File: src/rtl/fetch_redirect_if.sv
// fetch_redirect_if: fetch-side bus between the redirect controller and its pipeline neighbours.
interface fetch_redirect_if #(
    parameter int size = 32
) ();
    logic            stall_i;
    logic            inst_valid_i;
    logic [size-1:0] inst_i;
    logic [size-1:0] pc_o;
    logic            fetch_valid_o;
    logic            predicted_taken_o;
    logic            flush_o;
    logic            ex_resolve_valid_i;
    logic            ex_is_branch_i;
    logic            ex_jalr_i;
    logic            ex_taken_i;
    logic            ex_mispredict_i;
    logic [size-1:0] ex_pc_i;
    logic [size-1:0] ex_target_i;

    modport master (
        output stall_i, inst_valid_i, inst_i,
        output ex_resolve_valid_i, ex_is_branch_i, ex_jalr_i, ex_taken_i, ex_mispredict_i, ex_pc_i, ex_target_i,
        input  pc_o, fetch_valid_o, predicted_taken_o, flush_o
    );

    modport slave (
        input  stall_i, inst_valid_i, inst_i,
        input  ex_resolve_valid_i, ex_is_branch_i, ex_jalr_i, ex_taken_i, ex_mispredict_i, ex_pc_i, ex_target_i,
        output pc_o, fetch_valid_o, predicted_taken_o, flush_o
    );
endinterface

File: src/rtl/fetch_redirect_ctrl.sv
// fetch_redirect_ctrl: owns the fetch PC, predicts JAL/B-type targets, sequences JALR wait and mispredict flush.
// Macro BHT_EN adds a 2-bit saturating-counter branch history table; otherwise every B-type is predicted taken.
module fetch_redirect_ctrl #(
    parameter int              size         = 32,
    parameter logic [size-1:0] RESET_VECTOR = '0,
    parameter int              FLUSH_CYCLES = 2,
    parameter int              BHT_ENTRIES  = 64
) (
    input logic             clk,
    input logic             rst_n,
    fetch_redirect_if.slave bus
);
    localparam int CW = $clog2(FLUSH_CYCLES + 1);

    typedef enum logic [1:0] {BOOT, RUN, JALR_WAIT, FLUSH} state_t;

    state_t          state_q, state_d;
    logic [size-1:0] pc_q, pc_d;
    logic [CW-1:0]   cnt_q, cnt_d;
    logic [size-1:0] imm_j, imm_b;
    logic            is_jal, is_br, is_jalr, br_taken, mispred, fire, jalr_done;
    logic            unused_ex;

    assign is_jal  = bus.inst_i[6:0] == 7'b1101111;
    assign is_br   = bus.inst_i[6:0] == 7'b1100011;
    assign is_jalr = bus.inst_i[6:0] == 7'b1100111;
    assign imm_j   = {{(size-20){bus.inst_i[31]}}, bus.inst_i[19:12], bus.inst_i[20], bus.inst_i[30:21], 1'b0};
    assign imm_b   = {{(size-12){bus.inst_i[31]}}, bus.inst_i[7], bus.inst_i[30:25], bus.inst_i[11:8], 1'b0};

`ifdef BHT_EN
    localparam int IW = $clog2(BHT_ENTRIES);
    logic [1:0]    bht_q [BHT_ENTRIES];
    logic [IW-1:0] rd_idx, wr_idx;
    logic [1:0]    wr_ctr;
    assign rd_idx   = pc_q[IW+1:2];
    assign wr_idx   = bus.ex_pc_i[IW+1:2];
    assign wr_ctr   = bht_q[wr_idx];
    assign br_taken = bht_q[rd_idx][1];
    // Lookup reads the registered array, so a same-cycle update to the same index is not seen.
    always_ff @(posedge clk) begin
        if (!rst_n) begin
            for (int i = 0; i < BHT_ENTRIES; i++) bht_q[i] <= 2'b10;
        end else if (bus.ex_resolve_valid_i && bus.ex_is_branch_i) begin
            bht_q[wr_idx] <= bus.ex_taken_i ? ((wr_ctr == 2'b11) ? wr_ctr : wr_ctr + 2'b01)
                                            : ((wr_ctr == 2'b00) ? wr_ctr : wr_ctr - 2'b01);
        end
    end
`else
    assign br_taken = 1'b1;
`endif

    assign unused_ex = ^{bus.ex_pc_i, bus.ex_is_branch_i, bus.ex_taken_i};

    assign mispred   = bus.ex_resolve_valid_i && bus.ex_mispredict_i && state_q != BOOT;
    assign fire      = state_q == RUN && bus.inst_valid_i && !bus.stall_i && !mispred;
    assign jalr_done = bus.ex_resolve_valid_i && bus.ex_jalr_i;

    always_comb begin
        state_d = state_q;
        pc_d    = pc_q;
        cnt_d   = cnt_q;
        if (mispred) begin
            state_d = FLUSH;
            pc_d    = bus.ex_target_i;
            cnt_d   = CW'(FLUSH_CYCLES - 1);
        end else begin
            case (state_q)
                BOOT: state_d = RUN;
                RUN: begin
                    state_d = (fire && is_jalr) ? JALR_WAIT : RUN;
                    pc_d    = (!fire || is_jalr) ? pc_q
                            : pc_q + (is_jal ? imm_j : (is_br && br_taken) ? imm_b : size'(4));
                end
                JALR_WAIT: begin
                    state_d = jalr_done ? RUN : JALR_WAIT;
                    pc_d    = jalr_done ? bus.ex_target_i : pc_q;
                end
                FLUSH: begin
                    state_d = (cnt_q == '0) ? RUN : FLUSH;
                    cnt_d   = (cnt_q == '0) ? cnt_q : cnt_q - CW'(1);
                end
                default: state_d = BOOT;
            endcase
        end
    end

    always_ff @(posedge clk) begin
        if (!rst_n) begin
            state_q <= BOOT;
            pc_q    <= RESET_VECTOR;
            cnt_q   <= '0;
        end else begin
            state_q <= state_d;
            pc_q    <= pc_d;
            cnt_q   <= cnt_d;
        end
    end

    assign bus.pc_o              = pc_q;
    assign bus.fetch_valid_o     = state_q == RUN;
    assign bus.flush_o           = state_q == FLUSH;
    assign bus.predicted_taken_o = fire && (is_jal || (is_br && br_taken));
endmodule

File: src/flat_wrapper.sv
// flat-port wrapper written by rule: the top's interface ports become plain ports
module fetch_redirect_ctrl_flat 
#(
    parameter int              size         = 32,
    parameter logic [size-1:0] RESET_VECTOR = '0,
    parameter int              FLUSH_CYCLES = 2,
    parameter int              BHT_ENTRIES  = 64
)
  (clk, rst_n, bus_stall_i, bus_inst_valid_i, bus_inst_i, bus_ex_resolve_valid_i, bus_ex_is_branch_i, bus_ex_jalr_i, bus_ex_taken_i, bus_ex_mispredict_i, bus_ex_pc_i, bus_ex_target_i, bus_pc_o, bus_fetch_valid_o, bus_predicted_taken_o, bus_flush_o);
  fetch_redirect_if #(.size(size)) bus_i ();
  input logic clk;
  input logic rst_n;
  input wire logic [$bits(bus_i.stall_i)-1:0] bus_stall_i;
  input wire logic [$bits(bus_i.inst_valid_i)-1:0] bus_inst_valid_i;
  input wire logic [$bits(bus_i.inst_i)-1:0] bus_inst_i;
  input wire logic [$bits(bus_i.ex_resolve_valid_i)-1:0] bus_ex_resolve_valid_i;
  input wire logic [$bits(bus_i.ex_is_branch_i)-1:0] bus_ex_is_branch_i;
  input wire logic [$bits(bus_i.ex_jalr_i)-1:0] bus_ex_jalr_i;
  input wire logic [$bits(bus_i.ex_taken_i)-1:0] bus_ex_taken_i;
  input wire logic [$bits(bus_i.ex_mispredict_i)-1:0] bus_ex_mispredict_i;
  input wire logic [$bits(bus_i.ex_pc_i)-1:0] bus_ex_pc_i;
  input wire logic [$bits(bus_i.ex_target_i)-1:0] bus_ex_target_i;
  output wire logic [$bits(bus_i.pc_o)-1:0] bus_pc_o;
  output wire logic [$bits(bus_i.fetch_valid_o)-1:0] bus_fetch_valid_o;
  output wire logic [$bits(bus_i.predicted_taken_o)-1:0] bus_predicted_taken_o;
  output wire logic [$bits(bus_i.flush_o)-1:0] bus_flush_o;
  assign bus_i.stall_i = bus_stall_i;
  assign bus_i.inst_valid_i = bus_inst_valid_i;
  assign bus_i.inst_i = bus_inst_i;
  assign bus_i.ex_resolve_valid_i = bus_ex_resolve_valid_i;
  assign bus_i.ex_is_branch_i = bus_ex_is_branch_i;
  assign bus_i.ex_jalr_i = bus_ex_jalr_i;
  assign bus_i.ex_taken_i = bus_ex_taken_i;
  assign bus_i.ex_mispredict_i = bus_ex_mispredict_i;
  assign bus_i.ex_pc_i = bus_ex_pc_i;
  assign bus_i.ex_target_i = bus_ex_target_i;
  assign bus_pc_o = bus_i.pc_o;
  assign bus_fetch_valid_o = bus_i.fetch_valid_o;
  assign bus_predicted_taken_o = bus_i.predicted_taken_o;
  assign bus_flush_o = bus_i.flush_o;
  fetch_redirect_ctrl #(.size(size), .RESET_VECTOR(RESET_VECTOR), .FLUSH_CYCLES(FLUSH_CYCLES), .BHT_ENTRIES(BHT_ENTRIES)) u_core (.clk(clk), .rst_n(rst_n), .bus(bus_i));
endmodule
File: config.mk
export PLATFORM = sky130hd
export DESIGN_NAME = fetch_redirect_ctrl_flat
export DESIGN_NICKNAME = d
export VERILOG_FILES = /design/src/rtl/fetch_redirect_if.sv /design/src/rtl/fetch_redirect_ctrl.sv /design/src/flat_wrapper.sv
export SDC_FILE = /design/constraint.sdc
export NUM_CORES = 1
export LEC_CHECK = 0
export ABC_AREA = 1
export BUFFER_PORTS_ARGS = -buffer_cell sky130_fd_sc_hd__buf_2
export CORE_UTILIZATION = 50
export DETAILED_ROUTE_END_ITERATION = 6
export PLACE_DENSITY = 0.77
export RECOVER_POWER = 50
export SYNTH_ARGS = -nofsm -noshare
export SYNTH_HDL_FRONTEND = slang
export SYNTH_SLANG_ARGS = --single-unit
File: constraint.sdc
create_clock -name clk -period 3.6 [get_ports clk]
set_clock_uncertainty 0.15 [all_clocks]
set_input_delay 0.54 -clock clk [delete_from_list [all_inputs] [get_ports clk]]
set_output_delay 0.54 -clock clk [all_outputs]
set_load 0.02 [all_outputs]
==> results.sh <==
export IMPL_rrSetupSlack_ns=1.13
export IMPL_grt_pass1_wl_um=20500
export IMPL_drcViolationCount=0
export IMPL_fin_tns_setup_ns=0
export IMPL_critPathArrivalTime_ns=3.04
export IMPL_cts_max_path_buffers=2
export IMPL_cap_violations=0
export IMPL_avgSynthCellArea_um2=5.59
export IMPL_setup_viol=0
export IMPL_die_h_um=94.8
export IMPL_total_power_mw=1.26
export IMPL_grt_max_degree=43
export IMPL_syn_area_um2=4310
export IMPL_clock_sinks=36
export IMPL_post_route_util_pct=60.2
export IMPL_max_slew_margin_rel_pct=38.9
export IMPL_core_um2=8260
export IMPL_diodes=0
export IMPL_synth_seq_area_share_pct=16.7
export IMPL_finalHoldViolations=0
export IMPL_grt_total_usage_pct=28.8
export IMPL_hold_class="reg -> reg"
export IMPL_dr_pass1_iters=6
export IMPL_r2r_start="u_core.state_q[0]"
export IMPL_async_flop_share_pct=0
export IMPL_die_area_um2=8990
export IMPL_grt_antenna_before_repair=0
export IMPL_synth_most_common_cell="nand2_1"
export IMPL_cts_resized_gates=0
export IMPL_dp_final_hpwl_um=10000
export IMPL_final_design_area_no_fill_um2=4970
export IMPL_top_usage_layer="met2"
export IMPL_drt_initial_drc_count=195
export IMPL_io_pins=140
export IMPL_use_met3_pct=3.38
export IMPL_status="finished clean"
export IMPL_criticalPathCategory="in -> reg"
export IMPL_pwr_density_cell_nw_per_um2=254
export IMPL_ir_drop_mv=0.160
export IMPL_vias_per_cell=5.12
export IMPL_initial_core_util_pct=52.2
export IMPL_drive_above_1_share_pct=14.6
export IMPL_fillerInstances=886
export IMPL_fin_nets=1012
export IMPL_synthTopCellsByCount="nand2_1, inv_1, nor2_1"
export IMPL_die_x_um=94.8
export IMPL_placed_area_um2=4910
export IMPL_post_route_period_util_pct=84.3
export IMPL_fmax_ghz=0.330
export IMPL_synth_seq_cells=36
export IMPL_tightestPinTransition_ns=0.916
export IMPL_synth_edf_count=0
export IMPL_syn_nets=911
export IMPL_hold_end="u_core.bus.pc_o[0]"
export IMPL_start_kind="primary input"
export IMPL_crit_fanout=14
export IMPL_hold_buffers=0
export IMPL_netlist_area_leader_share_pct=23.5
export IMPL_cts_made_buffers=5
export IMPL_grt_use_met2_pct=49.5
export IMPL_cts_root_buf="clkbuf_8"
export IMPL_cts_setup_buffers=0
export IMPL_synth_area_leaders="nand2_1, dfxtp_1, inv_1"
export IMPL_ys_types=39
export IMPL_rr_worst_depth=12
export IMPL_antenna_left=0
export IMPL_worstHoldStart="u_core.bus.pc_o[0]"
export IMPL_gp_congestion=0.980
export IMPL_grtUsageMet1_pct=37.4
export IMPL_cts_tree="built"
export IMPL_finalMaxSlewViolations=0
export IMPL_hold_ws_ns=0.327
export IMPL_num_vias=5003
export IMPL_grt_pass1_vias=4582
export IMPL_overflow=0
export IMPL_cts_max_level=2
export IMPL_rsz0062_at_grt="no"
export IMPL_netlist_instances=770
export IMPL_min_period_ns=3.03
export IMPL_synth_largest_area_cell="nand2_1"
export IMPL_p_leak_nw=2.85
export IMPL_r2r_end="u_core.bus.pc_o[18]"
export IMPL_end_kind="flip-flop"
export IMPL_rows=33
export IMPL_worstPathRequired_ns=3.60
export IMPL_io_buffers=105
export IMPL_hold_depth=2
export IMPL_synthToLayoutAreaGrowth_pct=15.5
export IMPL_wl_per_cell_um=12.7
export IMPL_clkTransAtPathRegs_ns=0.08
export IMPL_yosys_warnings=0
export IMPL_clk_latency_ns=0.30
export IMPL_synth_ff_type="dfxtp_1"
export IMPL_routed_wl_um=12400
==> layer usage <==
metal	part of all wire, %	up-vias
met5	0	-
met4	2.2	0
met3	5.6	21
met2	45	165
met1	47	2214
li1	-	2603
==> cell families after synthesis <==
| logic type | count (synthesis) | share of synthesized area [%] |
|---|---|---|
| flops | 36 | 16.7 |
| buf+inv | 139 | 13.0 |
| compound gates | 98 | 13.0 |
| xor+xnor | 16 | 3.25 |
| fa+ha+maj | 36 | 10.6 |
| simple gates | 445 | 43.4 |
==> cell type report <==
type                    count  area, µm²  share of cell area, %
flip-flops and latches     36        721                   14.5
clock inverters             2       35.0                  0.704
multi-input cells         595       3030                   60.9
clock buffers               6       72.6                   1.46
well taps                 105        131                   2.64
inverters                 123        464                   9.33
repair buffers            110        522                   10.5
==> flip-flops by register name (all words and copies together), names as in the netlist <==
signal / flops
u_core.bus.pc_o: 32
u_core.state_q: 2
u_core.cnt_q: 2
==> how the worst max path moves through the flow <==
stage | startpoint | end | slack, ns | cells after the start
6_report | bus_inst_i[6] | u_core.bus.pc_o[25] | 0.57 | 19
5_1_grt | bus_inst_i[5] | u_core.bus.pc_o[26] | 0.31 | 21
4_1_cts | bus_inst_i[6] | u_core.bus.pc_o[25] | 0.59 | 19
3_5_place_dp | bus_inst_i[6] | u_core.bus.pc_o[25] | 0.29 | 19
3_3_place_gp | bus_inst_i[6] | u_core.bus.pc_o[25] | 0.35 | 19
2_1_floorplan | bus_inst_i[6] | u_core.bus.pc_o[17] | 0.79 | 17
==> per-stage QoR <==
| stage | worst slack [ns] | std cells |
|---|---|---|
| floorplan | 0.788 | 770 |
| global placement | 0.346 | 969 |
| detailed placement | 0.288 | 969 |
| CTS | 0.590 | 977 |
| global route | 0.314 | 977 |
| finish | 0.565 | 977 |
==> critical path: stages <==
cell	delay [ns]
buf_2	0.08
nand2_1	0.06
nor2_2	0.14
nand2_1	0.10
buf_4	0.20
nand2_1	0.07
a21oi_1	0.06
ha_1	0.24
fa_1	0.46
nand3_1	0.12
nand3_1	0.13
nand2_1	0.11
nand3_1	0.19
nand2_1	0.14
nand3_1	0.08
nand2_1	0.07
nand3_1	0.10
nand2_1	0.11
a21oi_2	0.05
==> layout by cell type, fill, tap and decap left out, types with 7 or more instances in the layout <==
| cell | n |
|---|---|
| nand4_1 | 7 |
| xor2_1 | 14 |
| dfxtp_1 | 36 |
| nand2_1 | 270 |
| ha_1 | 35 |
| nor2_1 | 80 |
| nand3_1 | 54 |
| a21oi_1 | 59 |
| clkbuf_1 | 34 |
| buf_2 | 72 |
| a21oi_2 | 10 |
| o21ai_0 | 16 |
| inv_1 | 120 |
| nor2_2 | 16 |
==> where the power goes <==
part	internal [mW]	switching (mW)	total [mW]
combinational	0.145	0.271	0.416
sequential	0.435	0.0322	0.467
clock	0.206	0.172	0.379
No activity file was read; power rests on OpenSTA's default activity.
